File: config.mk
export PLATFORM = sky130hd
export DESIGN_NAME = spi_status_tx_flat
export DESIGN_NICKNAME = d
export VERILOG_FILES = /design/src/rtl/spi_status_tx_if.sv /design/src/rtl/spi_status_tx.sv /design/src/flat_wrapper.sv
export SDC_FILE = /design/constraint.sdc
export NUM_CORES = 1
export LEC_CHECK = 0
export CAP_MARGIN = 20
export CORE_ASPECT_RATIO = 1.75
export CORE_MARGIN = 1.5
export CORE_UTILIZATION = 54
export DETAILED_ROUTE_END_ITERATION = 10
export GPL_ROUTABILITY_DRIVEN = 0
export PLACE_DENSITY = 0.77
export SETUP_SLACK_MARGIN = 0.05
export SYNTH_ARGS = -nofsm -noshare
export SYNTH_HDL_FRONTEND = slang
export SYNTH_SLANG_ARGS = --single-unit
File: constraint.sdc
create_clock -name clk -period 4.47 [get_ports clk]
set_input_delay 0.894 -clock clk [delete_from_list [all_inputs] [get_ports clk]]
set_output_delay 0.894 -clock clk [all_outputs]
set_load 0.02 [all_outputs]
File: src/rtl/spi_status_tx_if.sv
// Bundle of SPI pins and core-side frame handshake for spi_status_tx.
// The slave modport is the FPGA-side transmitter; the master modport is the MCU/core side.
interface spi_status_tx_if #(
   parameter int FRAME_BITS = 64
);
   logic                  sck;
   logic                  cs;
   logic                  sdo;
   logic [FRAME_BITS-1:0] frame_data;
   logic                  frame_valid;
   logic                  busy;
   logic                  done;
   logic                  aborted;
   logic                  stale;

   modport slave (
      input  sck, cs, frame_data, frame_valid,
      output sdo, busy, done, aborted, stale
   );

   modport master (
      output sck, cs, frame_data, frame_valid,
      input  sdo, busy, done, aborted, stale
   );
endinterface

File: src/rtl/spi_status_tx.sv
// SPI mode-0 slave transmitter returning a staged status frame on sdo, MSB first.
// Define SPI_STATUS_TX_CRC_EN to append a CRC-8 (poly 0x07) byte after the payload.
module spi_status_tx #(
   parameter int FRAME_BITS  = 64,
   parameter int SYNC_STAGES = 2
) (
   input logic            clk,
   input logic            reset,
   spi_status_tx_if.slave bus
);
`ifdef SPI_STATUS_TX_CRC_EN
   localparam int TOTAL_BITS = FRAME_BITS + 8;
`else
   localparam int TOTAL_BITS = FRAME_BITS;
`endif
   localparam int              CNT_W   = $clog2(TOTAL_BITS + 1);
   localparam logic [CNT_W-1:0] CNT_MAX = CNT_W'(TOTAL_BITS);

   typedef enum logic [1:0] {IDLE, SHIFT, FINISH} state_t;

   logic [SYNC_STAGES-1:0] sck_sync_p0, cs_sync_p0;
   logic                   sck_s, cs_s;
   logic                   sck_p1, cs_p1;
   logic                   sck_rise_p2, sck_fall_p2, cs_rise_p2, cs_fall_p2;

   state_t                  state;
   logic [FRAME_BITS-1:0]   staging;
   logic [TOTAL_BITS-1:0]   shreg;
   logic [TOTAL_BITS-1:0]   load_val;
   logic [CNT_W-1:0]        cnt;

   function automatic logic [CNT_W-1:0] sat_inc(input logic [CNT_W-1:0] v);
      return (v == CNT_MAX) ? v : v + 1'b1;
   endfunction

`ifdef SPI_STATUS_TX_CRC_EN
   function automatic logic [7:0] crc8(input logic [FRAME_BITS-1:0] d);
      logic [7:0] c;
      logic       fb;
      c = 8'h00;
      for (int i = FRAME_BITS - 1; i >= 0; i--) begin
         fb = c[7] ^ d[i];
         c  = {c[6:0], 1'b0} ^ (fb ? 8'h07 : 8'h00);
      end
      return c;
   endfunction

   function automatic logic [TOTAL_BITS-1:0] load_word(input logic [FRAME_BITS-1:0] d);
      return {d, crc8(d)};
   endfunction
`else
   function automatic logic [TOTAL_BITS-1:0] load_word(input logic [FRAME_BITS-1:0] d);
      return d;
   endfunction
`endif

   assign sck_s    = sck_sync_p0[SYNC_STAGES-1];
   assign cs_s     = cs_sync_p0[SYNC_STAGES-1];
   // Same-cycle frame_valid wins over the staged copy so fresh data goes out.
   assign load_val = load_word(bus.frame_valid ? bus.frame_data : staging);

   // p0: synchronizers, p1: delayed copies, p2: registered single-cycle edge pulses
   always_ff @(posedge clk) begin
      if (reset) begin
         sck_sync_p0 <= '0;
         cs_sync_p0  <= '1;
         sck_p1      <= 1'b0;
         cs_p1       <= 1'b1;
         sck_rise_p2 <= 1'b0;
         sck_fall_p2 <= 1'b0;
         cs_rise_p2  <= 1'b0;
         cs_fall_p2  <= 1'b0;
      end else begin
         sck_sync_p0 <= {sck_sync_p0[SYNC_STAGES-2:0], bus.sck};
         cs_sync_p0  <= {cs_sync_p0[SYNC_STAGES-2:0], bus.cs};
         sck_p1      <= sck_s;
         cs_p1       <= cs_s;
         sck_rise_p2 <= sck_s & ~sck_p1;
         sck_fall_p2 <= ~sck_s & sck_p1;
         cs_rise_p2  <= cs_s & ~cs_p1;
         cs_fall_p2  <= ~cs_s & cs_p1;
      end
   end

   always_ff @(posedge clk) begin
      if (reset) begin
         state       <= IDLE;
         bus.sdo     <= 1'b0;
         bus.busy    <= 1'b0;
         bus.done    <= 1'b0;
         bus.aborted <= 1'b0;
         bus.stale   <= 1'b0;
         staging     <= '0;
         shreg       <= '0;
         cnt         <= '0;
      end else begin
         bus.done    <= 1'b0;
         bus.aborted <= 1'b0;
         if (bus.frame_valid) begin
            staging   <= bus.frame_data;
            bus.stale <= 1'b0;
         end
         case (state)
            IDLE: begin
               bus.sdo <= 1'b0;
               if (cs_fall_p2) begin
                  // shreg holds the bits still to come; sdo already carries the MSB
                  shreg     <= load_val << 1;
                  bus.sdo   <= load_val[TOTAL_BITS-1];
                  cnt       <= '0;
                  bus.busy  <= 1'b1;
                  bus.stale <= 1'b1;
                  state     <= SHIFT;
               end
            end
            SHIFT: begin
               if (sck_rise_p2)
                  cnt <= sat_inc(cnt);
               if (sck_fall_p2) begin
                  if (cnt < CNT_MAX) begin
                     bus.sdo <= shreg[TOTAL_BITS-1];
                     shreg   <= shreg << 1;
                  end else begin
                     bus.sdo <= 1'b0;
                  end
               end
               if (cs_rise_p2)
                  state <= FINISH;
            end
            FINISH: begin
               bus.done    <= (cnt == CNT_MAX);
               bus.aborted <= (cnt != CNT_MAX);
               bus.busy    <= 1'b0;
               bus.sdo     <= 1'b0;
               state       <= IDLE;
            end
            default: state <= IDLE;
         endcase
      end
   end
endmodule
File: src/flat_wrapper.sv
// flat-port wrapper written by rule: the top's interface ports become plain ports
module spi_status_tx_flat 
#(
   parameter int FRAME_BITS  = 64,
   parameter int SYNC_STAGES = 2
)
  (clk, reset, bus_sck, bus_cs, bus_frame_data, bus_frame_valid, bus_sdo, bus_busy, bus_done, bus_aborted, bus_stale);
  spi_status_tx_if #(.FRAME_BITS(FRAME_BITS)) bus_i ();
  input logic clk;
  input logic reset;
  input wire logic [$bits(bus_i.sck)-1:0] bus_sck;
  input wire logic [$bits(bus_i.cs)-1:0] bus_cs;
  input wire logic [$bits(bus_i.frame_data)-1:0] bus_frame_data;
  input wire logic [$bits(bus_i.frame_valid)-1:0] bus_frame_valid;
  output wire logic [$bits(bus_i.sdo)-1:0] bus_sdo;
  output wire logic [$bits(bus_i.busy)-1:0] bus_busy;
  output wire logic [$bits(bus_i.done)-1:0] bus_done;
  output wire logic [$bits(bus_i.aborted)-1:0] bus_aborted;
  output wire logic [$bits(bus_i.stale)-1:0] bus_stale;
  assign bus_i.sck = bus_sck;
  assign bus_i.cs = bus_cs;
  assign bus_i.frame_data = bus_frame_data;
  assign bus_i.frame_valid = bus_frame_valid;
  assign bus_sdo = bus_i.sdo;
  assign bus_busy = bus_i.busy;
  assign bus_done = bus_i.done;
  assign bus_aborted = bus_i.aborted;
  assign bus_stale = bus_i.stale;
  spi_status_tx #(.FRAME_BITS(FRAME_BITS), .SYNC_STAGES(SYNC_STAGES)) u_core (.clk(clk), .reset(reset), .bus(bus_i));
endmodule
==> key figures, run 1 <==
Status
  – Status: complete, but fails checks
  – Violated checks: DRC

Setup path
  – CP peak stage delay: between 700 and 800 ps
  – Slowest-stage cell, CP: buf_4
  – CP Class: reg2reg
  – Worst-path fanout max: 90
  – Startpoint type of the worst setup path: register
  – FF-to-FF path depth: 7
  – Cells along the critical path: inv_1 > ha_4 > buf_4 > nor2b_1 > a211oi_1 > mux2i_1 > nor2_1
  – Top Family by Delay on Critical Path: buffers and inverters
  – Crit path depth: 7
  – Worst endpoint data arrival time: 2740 ps
  – CP required: around 4700 ps
  – Buf/Inv on CP: 2
  – CP endpoint kind: register

Pwr
  – Total power: roughly 3500 uW
  – Maximum vdd ir drop: about 0.00036 V
  – Leakage: approximately 0.003 uW
  – PD cells: between 400 and 500 nW/um2

CTS
  – Worst-case clock buffer depth: 2
  – Cts repair resizes: 0
  – Root Buffer: clkbuf_16
  – Reg clk slew, reported paths: roughly 60 ps
  – Clock buffer count from CTS: 17
  – Setup Buffers After CTS: 0
  – Hold_buf cts: 0
  – H-tree levels: 4
  – CTS tree: done
  – Sink Count: ~150
  – Worst skew pair latency: about 400 ps

GRT
  – Total Routing Usage GR: between 10% and 20%
  – Met2 Resource Use GR: a little over a third
  – Vias in the first global route: ~4300
  – Pin count of the biggest net entering global routing: 91
  – First-pass GRT wire length: between 20 and 25 mm
  – Busiest grt layer: met2
  – Initial antenna violation count: 0
  – Total congestion overflow: 0
  – GRT met1 Usage: ~23%
  – Global Route met3 Usage: about 5%

Yosys
  – Most numerous cell in the Yosys netlist: dfxtp_1
  – Synth area leaders: dfxtp_1, o2bb2ai_2, mux2i_1
  – Top FF cell, synth: dfxtp_1
  – Synth Register Bits: roughly 150
  – Synth warn: 0
  – Post-synth top area share: between 40% and 50%
  – Mapped Avg Cell Area: between 10 and 15 um2
  – Most frequent cells after synthesis: dfxtp_1, nor2_1, a21oi_1, mux2i_1, o2bb2ai_2
  – Post-Syn Instances: 608
  – Register area share after synthesis: 47.5%
  – Synthesized net count: approximately 690
  – Mapped cell area: 6360 um2
  – Area leader, netlist: dfxtp_1
  – Post-synth EDFFs: 0
  – Netlist cell types: 44
  – Fraction of registers with async set/reset: 0%

Timing
  – Unrepaired setup endpoints after global routing: no
  – Measured slew at the worst slew-check pin: ~1000 ps
  – Final Hold Viols: 0
  – Max Fclk: 405 MHz
  – Layout Skew: just over 6 ps
  – Period Utilization, post-route: 55.2%
  – Slew Limit Fails: 0
  – Final setup violation count: 0
  – Setup TNS: 0 ps
  – Final min period: approximately 2500 ps
  – Max transition margin: a little under a third
  – Final Hold Slack: 409 ps

Floorplan
  – Starting Density: between 50% and 60%
  – I/O Pins: 74
  – Cell row count: 52
  – Die width: between 80 and 90 um
  – Die span in y: between 100 and 150 um
  – Core area: 11500 um2
  – DIE AREA: about 12000 um2

Layout
  – Diode count: 0
  – Layout cell share with drive strength beyond 1: around 16%
  – Util after Layout: roughly two thirds
  – Nets: ~740
  – Fin area: 7670 um2
  – Area growth from synthesis to layout: 20.6%

Job
  – Max Cap Viol: 0

Drt
  – Final WL: approximately 12 mm
  – Detail Route Antenna Nets: 0
  – Avg WL per Cell: between 10 and 15 um
  – Drt pass-1 iters: 7
  – Vias: about 4400
  – DRC Markers: 6
  – Drt initial violations: between 150 and 200
  – Vias per inst: around 5.5

Placed design
  – IO Port Bufs: 73
  – Post-DP Area: ~7000 um2
  – Post-DP HPWL: 7.58 mm

Hold path
  – Hold crit path type: reg2reg
  – Hold path cells: 1
-- layer usage --
layer	vias to the layer above	wire (um)
met2	85	6430
met3	13	419
li1	2233	-
met1	2097	5030
met5	-	0
met4	0	146
-- placed cells by master (no fill, tap or decap), types with 3 or more instances in the layout --
master           count
nand4_1              3
bufinv_16            4
clkdlybuf4s50_1     71
o21ai_0              6
dfxtp_1            151
a21oi_1             70
nor3_1               3
clkinv_4             3
nor2b_1              6
mux2i_1             67
clkinv_2             3
o2bb2ai_2           55
ha_1                 7
nand2_1              9
buf_4                5
nor4_1               3
or2_2                3
clkbuf_16           17
inv_1                7
o2bb2ai_4            5
nor2_1             137
-- registers in the layout (all words and copies together) (netlist names), 2 cells and up --
register,cells
u_core.sck_sync_p0,2
u_core.cs_sync_p0,2
u_core.shreg,63
u_core.cnt,7
u_core.staging,64
u_core.state,2
-- power by group --
| group | total [uW] | switching (uW) | internal, uW |
|---|---|---|---|
| combinational | 546 | 322 | 225 |
| sequential | 1500 | 57.1 | 1440 |
| clock | 1490 | 539 | 948 |
-- worst reg2reg max path, cell delays in order (launching register included) --
cell	delay, ps
dfxtp_1	340
inv_1	160
ha_4	470
buf_4	720
nor2b_1	300
a211oi_1	90
mux2i_1	200
nor2_1	50
-- path summary, 6_finish.rpt --
| kind | slack [ps] | endpoint | startpoint |
|---|---|---|---|
| hold / removal | 410 | u_core.cs_sync_p0[1] | u_core.cs_sync_p0[0] |
| setup / recovery | 2000 | u_core.cnt[0] | u_core.state[1] |
| setup reg to reg | 2000 | u_core.cnt[0] | u_core.state[1] |
| hold reg to reg | 410 | u_core.cs_sync_p0[1] | u_core.cs_sync_p0[0] |
-- cell type report --
type                            count  area, um2
Sequential cell                   151       3020
Clock buffer                       20        447
Tap cell                          135        169
Multi-Input combinational cell    405       3050
Timing Repair Buffer               78        781
Fill cell                         910       3850
Inverter                            7       26.3
Clock inverter                     12        176
-- per-stage QoR --
stage          cells  worst slack [ps]
5_1_grt          808              1790
2_1_floorplan    608              2500
4_1_cts          807              1890
3_5_place_dp     775              1520
6_report         808              2000
3_3_place_gp     775              1580
-- kinds of logic after synthesis --
kind of cell	Yosys count	synth area share [%]
and+or+nand+nor	182	12.7
DFF	151	47.5
AOI/OAI and AO/OA	148	22.8
muxes	67	10.5
buffers and inverters	52	4.80
adders and majority gates	8	1.57
(Power assumes the default switching activity.)
==> inputs of run 2 (changes only) <==
- CORE_UTILIZATION: 54 -> 50
- PLACE_DENSITY: 0.77 -> 0.75
- clock period: 4.47 -> 2.2 ns (I/O delays scaled with it)
==> run 2 against run 1 <==
  * The flow now finishes without violations
  * Final cell count rose by 4.8%
  * Clock power rose by 77%
  * Total power rose by 94%
  * Critical path depth did not move
  * Design area rose by 1.0%
  * Sequential power rose by 100%
  * Setup slack got worse by 1800 ps
  * Global-route usage fell by 0.81 points
  * Sequential cell count did not move
  * Via count barely moved
  * Critical path type unchanged
  * Highest routed layer unchanged
==> key figures, run 2 (synthesis gave the netlist of run 1 again) <==
Status
  – Status: finished clean

CTS
  – CTS tree: done
  – Hold_buf cts: 0
  – Clock buffer count from CTS: 17
  – Sink Count: 151
  – Worst-case clock buffer depth: 2
  – Root Buffer: clkbuf_16
  – Cts repair resizes: 0
  – Worst skew pair latency: ~420 ps
  – Setup Buffers After CTS: 0
  – Reg clk slew, reported paths: 70 ps
  – H-tree levels: 4

Setup path
  – CP required: roughly 2600 ps
  – Startpoint type of the worst setup path: register
  – CP Class: reg2reg
  – Worst endpoint data arrival time: 2330 ps
  – Worst-path fanout max: 62
  – CP endpoint kind: register

Pwr
  – Leakage: around 0.003 uW
  – PD cells: a little under 900 nW/um2
  – Maximum vdd ir drop: 0.000651 V

Floorplan
  – DIE AREA: between 10000 and 15000 um2
  – Die span in y: roughly 150 um
  – Die width: approximately 88 um
  – I/O Pins: between 70 and 80
  – Starting Density: 51.1%
  – Core area: around 12000 um2
  – Cell row count: 54

Drt
  – DRC Markers: 0
  – Drt initial violations: between 150 and 200
  – Vias: ~4400
  – Vias per inst: about 5.2
  – Drt pass-1 iters: 4
  – Detail Route Antenna Nets: 0
  – Avg WL per Cell: approximately 14 um
  – Final WL: 12.1 mm

Timing
  – Final min period: 1970 ps
  – Measured slew at the worst slew-check pin: 590 ps
  – Max transition margin: between 60% and 70%
  – Final setup violation count: 0
  – Slew Limit Fails: 0
  – Setup TNS: 0 ps
  – Max Fclk: just over 500 MHz
  – Period Utilization, post-route: between 80% and 90%
  – Unrepaired setup endpoints after global routing: no
  – Layout Skew: just over 8 ps
  – Final Hold Viols: 0
  – Final Hold Slack: around 370 ps

Layout
  – Non-Filler Instances: ~850
  – Most common cell after layout, fill and taps aside: dfxtp_1
  – Util after Layout: 62.3%
  – Fin area: 7750 um2
  – Layout cell share with drive strength beyond 1: about 17%
  – Most frequent cells in the layout: dfxtp_1, nor2_1, clkdlybuf4s50_1
  – Fillers: 1043
  – Register Area: between 3000 and 4000 um2
  – Most flop-heavy register: u_core.staging
  – Diode count: 0
  – Area of the multi-input gates: 3050 um2
  – Area growth from synthesis to layout: 21.8%
  – Top Registers: u_core.staging x64, u_core.shreg x63, u_core.cnt x7
  – Max FFs per register: 64
  – Nets: between 700 and 800

Hold path
  – Hold crit path type: in2reg

Placed design
  – Post-DP Area: 7200 um2
  – DP Cell Count: between 800 and 900
  – Post-DP HPWL: between 8 and 9 mm
  – IO Port Bufs: 73

GRT
  – Pin count of the biggest net entering global routing: 63
  – First-pass GRT wire length: 20.6 mm
  – Vias in the first global route: between 4000 and 5000
  – Initial antenna violation count: 0
  – Total congestion overflow: 0
  – Total Routing Usage GR: a little under a fifth

Job
  – Max Cap Viol: 0
run 2: cell types whose count changed in the layout (fill, tap and decap cells not counted):
cell	before	now
bufinv_16	4	0
inv_6	0	5
buf_16	1	0
clkinvlp_4	2	6
clkinv_2	3	1
clkbuf_1	2	0
buf_12	0	7
clkbuf_8	1	0
run 2: path summary, 6_finish.rpt:
check / endpoint / from / slack, ps / cells after the start
max reg2reg: u_core.shreg[48] / u_core.state[0] / 230 / 7
min reg2reg: u_core.cs_sync_p0[1] / u_core.cs_sync_p0[0] / 410 / 1
min: u_core.staging[63] / bus_frame_valid / 370 / 3
max: u_core.shreg[48] / u_core.state[0] / 230 / 7
run 2: layout make-up:
cell class,instances,share of cell area [%]
clock buffer,17,5.49
inverter,7,0.339
timing repair buffer,84,11.5
tap,168,2.71
clock inverter,15,1.55
sequential,151,39.0
multi-input combinational,405,39.3
run 2: metal layers:
metal / up-vias / track usage [%] / routed length, um / share of wire, %
li1: 2253 / - / - / -
met1: 2078 / 21.9 / 5150 / 42
met2: 77 / 34.4 / 6370 / 53
met3: 19 / 3.85 / 401 / 3.3
met4: 0 / 6.77 / 204 / 1.7
met5: - / 0 / 0 / 0
run 2: critical path, stage by stage (launching register included):
cell and delay, ps:
dfxtp_1 450, inv_1 130, ha_1 280, nor2b_4 180, a211oi_4 300, nand2b_4 90, buf_12 240, o2bb2ai_2 190
run 2: per-stage QoR:
| stage | total power [uW] | setup WS (ps) |
|---|---|---|
| 6_report | 6850 | 225 |
| 4_1_cts | 6920 | 235 |
| 2_1_floorplan | 3950 | 536 |
| 3_5_place_dp | 4270 | 263 |
| 5_1_grt | 7150 | 102 |
| 3_3_place_gp | 4230 | 360 |
run 2: report_power, final:
group / internal, uW / switching, uW / total [uW]
logic: 503 / 666 / 1170
clock network: 1460 / 1180 / 2640
registers: 2930 / 114 / 3040
